<file path="src/rtl/payload_reader.sv">
// -----------------------------------------------------------------------------
// payload_reader
//
// Avalon-MM read master that drains a programmed run of 16-bit words from the
// 8192 x 16 single-port payload buffer. The words come out on a valid/ready
// stream. A small FIFO absorbs the buffer's fixed one-cycle read latency and
// any downstream backpressure.
//
// Build option:
//   PAYLOAD_READER_BYTESWAP_EN - when defined, each stream word is byte-swapped
//                                ({head[7:0], head[15:8]}) to network order.
//                                It changes nothing else, including timing.
//
// Ports:
//   clk, reset          system clock; asynchronous active-high reset
//   start               one-cycle run request (only honoured while idle)
//   start_addr          first buffer word address of the run
//   word_count          words to read; 0 = no-op, values above 8192 clamp
//   busy / done         run in progress / one-cycle end-of-run pulse
//   m_address           buffer word address
//   m_chipselect        buffer read strobe
//   m_write             tied low
//   m_byteenable        tied to 2'b11
//   m_clken             tied high
//   m_readdata          buffer data, valid one cycle after m_chipselect
//   out_data            stream word (FIFO head)
//   out_valid           stream valid
//   out_ready           stream ready
//   out_last            marks the final word of the run
// -----------------------------------------------------------------------------
module payload_reader #(
  parameter int ADDR_W     = 13,
  parameter int DATA_W     = 16,
  parameter int FIFO_DEPTH = 4
) (
  input  logic              clk,
  input  logic              reset,
  input  logic              start,
  input  logic [ADDR_W-1:0] start_addr,
  input  logic [ADDR_W:0]   word_count,
  output logic              busy,
  output logic              done,
  output logic [ADDR_W-1:0] m_address,
  output logic              m_chipselect,
  output logic              m_write,
  output logic [1:0]        m_byteenable,
  output logic              m_clken,
  input  logic [DATA_W-1:0] m_readdata,
  output logic [DATA_W-1:0] out_data,
  output logic              out_valid,
  input  logic              out_ready,
  output logic              out_last
);

  localparam int PW = $clog2(FIFO_DEPTH);
  localparam int CW = PW + 1;

  localparam logic [ADDR_W:0] MAX_WORDS = {1'b1, {ADDR_W{1'b0}}};
  localparam logic [ADDR_W:0] ONE_W     = {{ADDR_W{1'b0}}, 1'b1};
  localparam logic [CW-1:0]   DEPTH_C   = CW'(FIFO_DEPTH);
  localparam logic [CW-1:0]   ONE_C     = {{(CW-1){1'b0}}, 1'b1};

  typedef enum logic [1:0] {
    S_IDLE,
    S_READ,
    S_DRAIN,
    S_DONE
  } state_t;

  state_t            state_q, state_d;
  logic [ADDR_W-1:0] addr_q, addr_d;
  logic [ADDR_W:0]   remaining_q, remaining_d;
  logic              inflight_q, inflight_d;
  logic              inflight_last_q, inflight_last_d;

  // Output FIFO: data plus a last-word tag per entry.
  logic [DATA_W-1:0] data_mem_q [FIFO_DEPTH];
  logic              last_mem_q [FIFO_DEPTH];
  logic [PW-1:0]     wptr_q, rptr_q;
  logic [CW-1:0]     count_q;

  logic [ADDR_W:0]   clamped_count;
  logic [CW-1:0]     outstanding;
  logic              fifo_valid;
  logic              push;
  logic              pop;
  logic              issue;
  logic [DATA_W-1:0] fifo_head;

  assign clamped_count = (word_count > MAX_WORDS) ? MAX_WORDS : word_count;

  assign fifo_valid  = (count_q != '0);
  assign pop         = fifo_valid & out_ready;
  assign push        = inflight_q;
  // Entries already committed to the FIFO: stored words plus the read in
  // flight. A pop in the same cycle earns no credit.
  assign outstanding = count_q + {{(CW-1){1'b0}}, inflight_q};
  assign issue       = (state_q == S_READ) && (remaining_q != '0) &&
                       (outstanding < DEPTH_C);

  // ---------------------------------------------------------------------------
  // FSM next state and datapath updates
  // ---------------------------------------------------------------------------
  always_comb begin
    state_d         = state_q;
    addr_d          = addr_q;
    remaining_d     = remaining_q;
    inflight_d      = issue;
    inflight_last_d = inflight_last_q;

    if (issue) begin
      inflight_last_d = (remaining_q == ONE_W);
    end

    case (state_q)
      S_IDLE: begin
        if (start) begin
          addr_d      = start_addr;
          remaining_d = clamped_count;
          state_d     = (clamped_count == '0) ? S_DONE : S_READ;
        end
      end
      S_READ: begin
        if (issue) begin
          addr_d      = addr_q + 1'b1;  // wraps modulo buffer size
          remaining_d = remaining_q - 1'b1;
          if (remaining_q == ONE_W) begin
            state_d = S_DRAIN;
          end
        end
      end
      S_DRAIN: begin
        // Leave as the last word is handed over, so done follows the final
        // handshake by exactly one cycle.
        if (!inflight_q && ((count_q == '0) || ((count_q == ONE_C) && pop))) begin
          state_d = S_DONE;
        end
      end
      S_DONE: begin
        state_d = S_IDLE;
      end
      default: begin
        state_d = S_IDLE;
      end
    endcase
  end

  always_ff @(posedge clk or posedge reset) begin
    if (reset) begin
      state_q         <= S_IDLE;
      addr_q          <= '0;
      remaining_q     <= '0;
      inflight_q      <= 1'b0;
      inflight_last_q <= 1'b0;
    end else begin
      state_q         <= state_d;
      addr_q          <= addr_d;
      remaining_q     <= remaining_d;
      inflight_q      <= inflight_d;
      inflight_last_q <= inflight_last_d;
    end
  end

  // ---------------------------------------------------------------------------
  // FIFO pointers and occupancy
  // ---------------------------------------------------------------------------
  always_ff @(posedge clk or posedge reset) begin
    if (reset) begin
      wptr_q  <= '0;
      rptr_q  <= '0;
      count_q <= '0;
    end else begin
      if (push) begin
        wptr_q <= wptr_q + 1'b1;
      end
      if (pop) begin
        rptr_q <= rptr_q + 1'b1;
      end
      case ({push, pop})
        2'b10:   count_q <= count_q + 1'b1;
        2'b01:   count_q <= count_q - 1'b1;
        default: count_q <= count_q;
      endcase
    end
  end

  // Storage needs no reset: an entry is only visible once count_q covers it.
  always_ff @(posedge clk) begin
    if (push) begin
      data_mem_q[wptr_q] <= m_readdata;
      last_mem_q[wptr_q] <= inflight_last_q;
    end
  end

  assign fifo_head = data_mem_q[rptr_q];

  // ---------------------------------------------------------------------------
  // Outputs
  // ---------------------------------------------------------------------------
  assign busy         = (state_q == S_READ) || (state_q == S_DRAIN);
  assign done         = (state_q == S_DONE);
  assign m_address    = addr_q;
  assign m_chipselect = issue;
  assign m_write      = 1'b0;
  assign m_byteenable = 2'b11;
  assign m_clken      = 1'b1;

  assign out_valid    = fifo_valid;
  assign out_last     = fifo_valid & last_mem_q[rptr_q];

  // Data is forced to zero while the FIFO is empty so an idle or reset
  // stream shows a clean zero instead of stale entries.
`ifdef PAYLOAD_READER_BYTESWAP_EN
  assign out_data = fifo_valid ? {fifo_head[7:0], fifo_head[15:8]} : '0;
`else
  assign out_data = fifo_valid ? fifo_head : '0;
`endif

endmodule

</file>
<file path="config.mk">
export PLATFORM = sky130hd
export DESIGN_NAME = payload_reader
export DESIGN_NICKNAME = d
export VERILOG_FILES = /design/src/rtl/payload_reader.sv
export SDC_FILE = /design/constraint.sdc
export NUM_CORES = 1
export LEC_CHECK = 0
export BUFFER_PORTS_ARGS = -buffer_cell sky130_fd_sc_hd__buf_2
export CAP_MARGIN = 30
export CORE_MARGIN = 8
export CORE_UTILIZATION = 55
export DETAILED_ROUTE_END_ITERATION = 10
export GPL_TIMING_DRIVEN = 0
export PLACE_DENSITY = 0.84
export REMOVE_ABC_BUFFERS = 1
export SLEW_MARGIN = 20
export SYNTH_ARGS = -nofsm -noshare
export SYNTH_HDL_FRONTEND = slang
export SYNTH_SLANG_ARGS = --single-unit
</file>
<file path="constraint.sdc">
create_clock -name clk -period 2.8 [get_ports clk]
set_clock_uncertainty 0.2 [all_clocks]
set_input_delay 0 -clock clk [delete_from_list [all_inputs] [get_ports clk]]
set_output_delay 0 -clock clk [all_outputs]
set_load 0.1 [all_outputs]
</file>
==> flow_summary.html <==
<table>
<tr><th>Metric</th><th>Value</th></tr>
<tr><th colspan="2">STA</th></tr>
<tr><td>Setup TNS Final</td><td>0 ns</td></tr>
<tr><td>Headroom to the max-slew limit</td><td>0.4006</td></tr>
<tr><td>Ratio of final minimum period to clock period</td><td>0.9494</td></tr>
<tr><td>Final worst slack</td><td>0.1417 ns</td></tr>
<tr><td>Final number of max-transition violations</td><td>0</td></tr>
<tr><td>Post-layout min period</td><td>2.658 ns</td></tr>
<tr><td>Count of final hold-check violations</td><td>0</td></tr>
<tr><td>Worst hold slack</td><td>about 0.036 ns</td></tr>
<tr><td>Top achievable clock speed</td><td>376.2 MHz</td></tr>
<tr><td>Number of setup violations in the final report</td><td>0</td></tr>
<tr><td>Setup repair after global routing missed its margin</td><td>no</td></tr>
<tr><td>Slew of the pin with the lowest slew margin</td><td>0.8991 ns</td></tr>
<tr><th colspan="2">Final layout</th></tr>
<tr><td>Summed area of non-filler cells in the final layout</td><td>6374 um^2</td></tr>
<tr><td>Share of post-route cells with drive strength above 1</td><td>0.2463</td></tr>
<tr><td>Area growth from synthesis to final layout</td><td>25.25%</td></tr>
<tr><td>Leading cell types in the layout, fill and taps excluded</td><td>buf_2, edfxtp_1, dlygate4sd3_1</td></tr>
<tr><td>Number of nets in the finished design</td><td>595</td></tr>
<tr><td>Leading cell type in the layout, fill and taps excluded</td><td>buf_2</td></tr>
<tr><th colspan="2">Placed design</th></tr>
<tr><td>Post-DP Area</td><td>5578 um^2</td></tr>
<tr><td>Detailed Place HPWL</td><td>between 7000 and 8000 um</td></tr>
<tr><td>Count of buffers from port buffering</td><td>80</td></tr>
<tr><td>Dpl ws</td><td>-1.026 ns</td></tr>
<tr><td>Last weighted congestion value of the routability-driven placer</td><td>0.8789</td></tr>
<tr><th colspan="2">Critical path</th></tr>
<tr><td>Required time worst endpoint</td><td>between 2 and 3 ns</td></tr>
<tr><td>Type of the worst setup path</td><td>reg2reg</td></tr>
<tr><td>CP cell instances</td><td>inv_1 &gt; ha_1 &gt; or3b_2 &gt; o31a_1 &gt; nor2_1 &gt; mux2i_1 &gt; dlygate4sd3_1</td></tr>
<tr><td>Arrival @ worst endpoint</td><td>2.76 ns</td></tr>
<tr><td>Crit. End Element</td><td>register</td></tr>
<tr><td>Slowest cell delay on critical path</td><td>~0.56 ns</td></tr>
<tr><td>CP max-delay cell</td><td>dlygate4sd3_1</td></tr>
<tr><td>Worst setup SP type</td><td>register</td></tr>
<tr><td>Maximum net fanout on the critical path</td><td>4</td></tr>
<tr><th colspan="2">Status</th></tr>
<tr><td>Status</td><td>finished clean</td></tr>
<tr><th colspan="2">Routing</th></tr>
<tr><td>Routed via count divided by cell count</td><td>around 6</td></tr>
<tr><td>Detailed Route WL</td><td>approximately 12000 um</td></tr>
<tr><td>Iteration count of the initial detailed-routing pass</td><td>6</td></tr>
<tr><td>Number of remaining DRC errors</td><td>0</td></tr>
<tr><td>DR vias</td><td>3830</td></tr>
<tr><td>DRC violation total after the first TritonRoute iteration</td><td>between 200 and 300</td></tr>
<tr><td>Drt wl/cell</td><td>18.64 um</td></tr>
<tr><td>Count of antenna-violating nets left after detailed routing</td><td>0</td></tr>
<tr><th colspan="2">Logic synthesis</th></tr>
<tr><td>Count of flip-flops with a built-in enable after synthesis</td><td>68</td></tr>
<tr><td>Number of warnings reported in the yosys synthesis log</td><td>0</td></tr>
<tr><td>Cells after Synth</td><td>403</td></tr>
<tr><td>Area fraction in and, or, nand and nor cells after synthesis</td><td>0.1269</td></tr>
<tr><td>Combined area of all synthesized cells</td><td>5089 um^2</td></tr>
<tr><td>Area share of xor/xnor cells in the synthesized design</td><td>0.01205</td></tr>
<tr><td>Predominant post-synthesis flop cell</td><td>edfxtp_1</td></tr>
<tr><td>Post-synthesis cell type count</td><td>56</td></tr>
<tr><td>Dominant combinational cell family by area after synthesis</td><td>simple AND/OR/NAND/NOR gates</td></tr>
<tr><td>Portion of netlist area occupied by mux cells</td><td>0.08507</td></tr>
<tr><td>Proportion of synthesized flip-flops having asynchronous set or reset</td><td>0.3585</td></tr>
<tr><td>Proportion of synthesized chip area in sequential cells</td><td>0.5881</td></tr>
<tr><td>Total of flip-flops plus latches after synthesis</td><td>around 110</td></tr>
<tr><td>Area share of fa/ha/maj cells after synthesis</td><td>0.04180</td></tr>
<tr><td>Share of the synthesized area in compound gates (AO/OA/AOI/OAI)</td><td>0.1097</td></tr>
<tr><td>Post-synthesis average cell area</td><td>12.63 um^2</td></tr>
<tr><th colspan="2">Clock tree</th></tr>
<tr><td>Maximum buffer depth of the clock tree</td><td>2</td></tr>
<tr><td>Skew-Pair Late Insertion Delay</td><td>0.36 ns</td></tr>
<tr><td>Clock net sink count</td><td>106</td></tr>
<tr><td>CTS H-tree depth</td><td>3</td></tr>
<tr><td>Clk root buf</td><td>clkbuf_8</td></tr>
<tr><td>Clock tree from TritonCTS</td><td>built</td></tr>
<tr><td>Clock buffers created by TritonCTS</td><td>9</td></tr>
<tr><td>Reg clk slew, reported paths</td><td>0.11 ns</td></tr>
<tr><th colspan="2">Global routing</th></tr>
<tr><td>Via count of the first global-routing pass</td><td>roughly 3900</td></tr>
<tr><td>Antenna violations before repair</td><td>1</td></tr>
<tr><td>Global-route wire length before repair</td><td>19460 um</td></tr>
<tr><td>Maximum number of pins on one net before global-route repair</td><td>between 40 and 50</td></tr>
<tr><td>GR Util All Layers</td><td>0.1914</td></tr>
<tr><td>Total global routing overflow</td><td>0</td></tr>
<tr><th colspan="2">Die</th></tr>
<tr><td>Number of rows created at floorplan</td><td>35</td></tr>
<tr><td>Die Area</td><td>12590 um^2</td></tr>
<tr><td>Top Ports</td><td>85</td></tr>
<tr><td>Placeable core region</td><td>9109 um^2</td></tr>
<tr><td>Starting density of the core</td><td>0.5587</td></tr>
<tr><td>Die boundary height</td><td>112.2 um</td></tr>
<tr><td>DIE WIDTH</td><td>about 110 um</td></tr>
<tr><th colspan="2">Flow run</th></tr>
<tr><td>Count of max-cap constraint violations</td><td>0</td></tr>
<tr><th colspan="2">Worst hold path</th></tr>
<tr><td>Path class of the lowest-slack min-delay path</td><td>in2reg</td></tr>
</table>
## stage by stage
step | utilization | std cells
6_report | 0.6997 | 648
5_1_grt | 0.6997 | 648
4_1_cts | 0.6944 | 643
3_5_place_dp | 0.6124 | 575
3_3_place_gp | 0.6066 | 573
2_1_floorplan | - | 382
## sequential cells by signal, summed over array words and instances (netlist names)
signal / flops
inflight_last_q: 1
m_address: 13
count_q: 3
inflight_q: 1
remaining_q: 14
last_mem_q: 4
data_mem_q: 64
state_q: 2
wptr_q: 2
rptr_q: 2
## worst max-delay path: cells and delay by family, from the launching register on
kind,cells,cell delay (ns)
AOI/OAI and AO/OA,1,0.28
buffers and inverters,2,0.65
muxes,1,0.21
adders and majority gates,1,0.23
and+or+nand+nor,2,0.65
DFF,1,0.38
## final timing paths
kind,startpoint,endpoint,slack [ns],cells after the start
worst max-delay path,remaining_q[0]$_DFFE_PP0P_,state_q[1]$_DFFE_PP0P_,0.14,7
worst min-delay path,start,state_q[0]$_DFFE_PP0P_,0.04,5
worst max register to register,remaining_q[0]$_DFFE_PP0P_,state_q[1]$_DFFE_PP0P_,0.14,7
worst min register to register,m_address[12]$_DFFE_PP0P_,m_address[12]$_DFFE_PP0P_,0.31,1
max in group asynchronous,reset,m_address[8]$_DFFE_PP0P_,1.54,5
min in group asynchronous,reset,state_q[1]$_DFFE_PP0P_,0.43,4
## repair_timing
item                                    4_1_cts  5_1_grt
hold buffers                                 52        0
hold endpoints to repair                    132        0
endpoints found under the setup margin       29       13
buffers inserted                              0        4
gates resized for setup                       6        1
pin swaps                                     1        2
## final cells by class
class / instances / area (um^2)
Multi-Input combinational cell: 258 / 1974
Antenna cell: 1 / 2.502
Clock buffer: 9 / 123.9
Clock inverter: 7 / 75.07
Timing Repair Buffer: 138 / 996.0
Inverter: 18 / 68.82
Fill cell: 615 / 2735
Sequential cell: 106 / 2994
Tap cell: 111 / 138.9
## cell usage after synthesis, types with 3 or more instances
cell / number / area, um^2
a211oi_1: 3 / 22.52
a21o_1: 3 / 22.52
a21oi_1: 27 / 135.1
a31oi_1: 5 / 31.28
and2_1: 24 / 150.1
and4_1: 3 / 26.28
buf_2: 7 / 35.03
buf_4: 4 / 30.03
clkbuf_1: 11 / 41.29
dfrtp_1: 38 / 950.9
edfxtp_1: 68 / 2042
ha_1: 17 / 212.7
inv_1: 17 / 63.81
mux2i_1: 5 / 50.05
mux4_2: 17 / 382.9
nand2_1: 22 / 82.58
nand2b_1: 3 / 18.77
nand3_1: 18 / 90.09
nand4_1: 3 / 18.77
nor2_1: 20 / 75.07
nor3_1: 9 / 45.04
nor4_1: 4 / 25.02
o21ai_0: 11 / 55.05
o21ai_1: 10 / 50.05
o22ai_1: 6 / 37.54
o2bb2a_1: 3 / 30.03
or3_1: 3 / 18.77
xnor2_1: 4 / 35.03
xor2_1: 3 / 26.28
## layer usage
layer  routed length [um]  GRT usage
met5                    0          0
met4                  330    0.07374
met3                  819    0.04026
met2                 6104     0.3348
met1                 4825     0.2264
## cells by family (layout without fill, tap and decap cells)
group | Yosys count | after routing
compound gates | 88 | 88
xor+xnor | 7 | 7
fa+ha+maj | 17 | 17
buf+inv | 41 | 172
flops | 106 | 106
mux | 22 | 22
other cells | 2 | 5
simple gates | 120 | 120
Power is not shown: default switching activity piles up to over one toggle a cycle in this logic, so the estimate is an artifact.
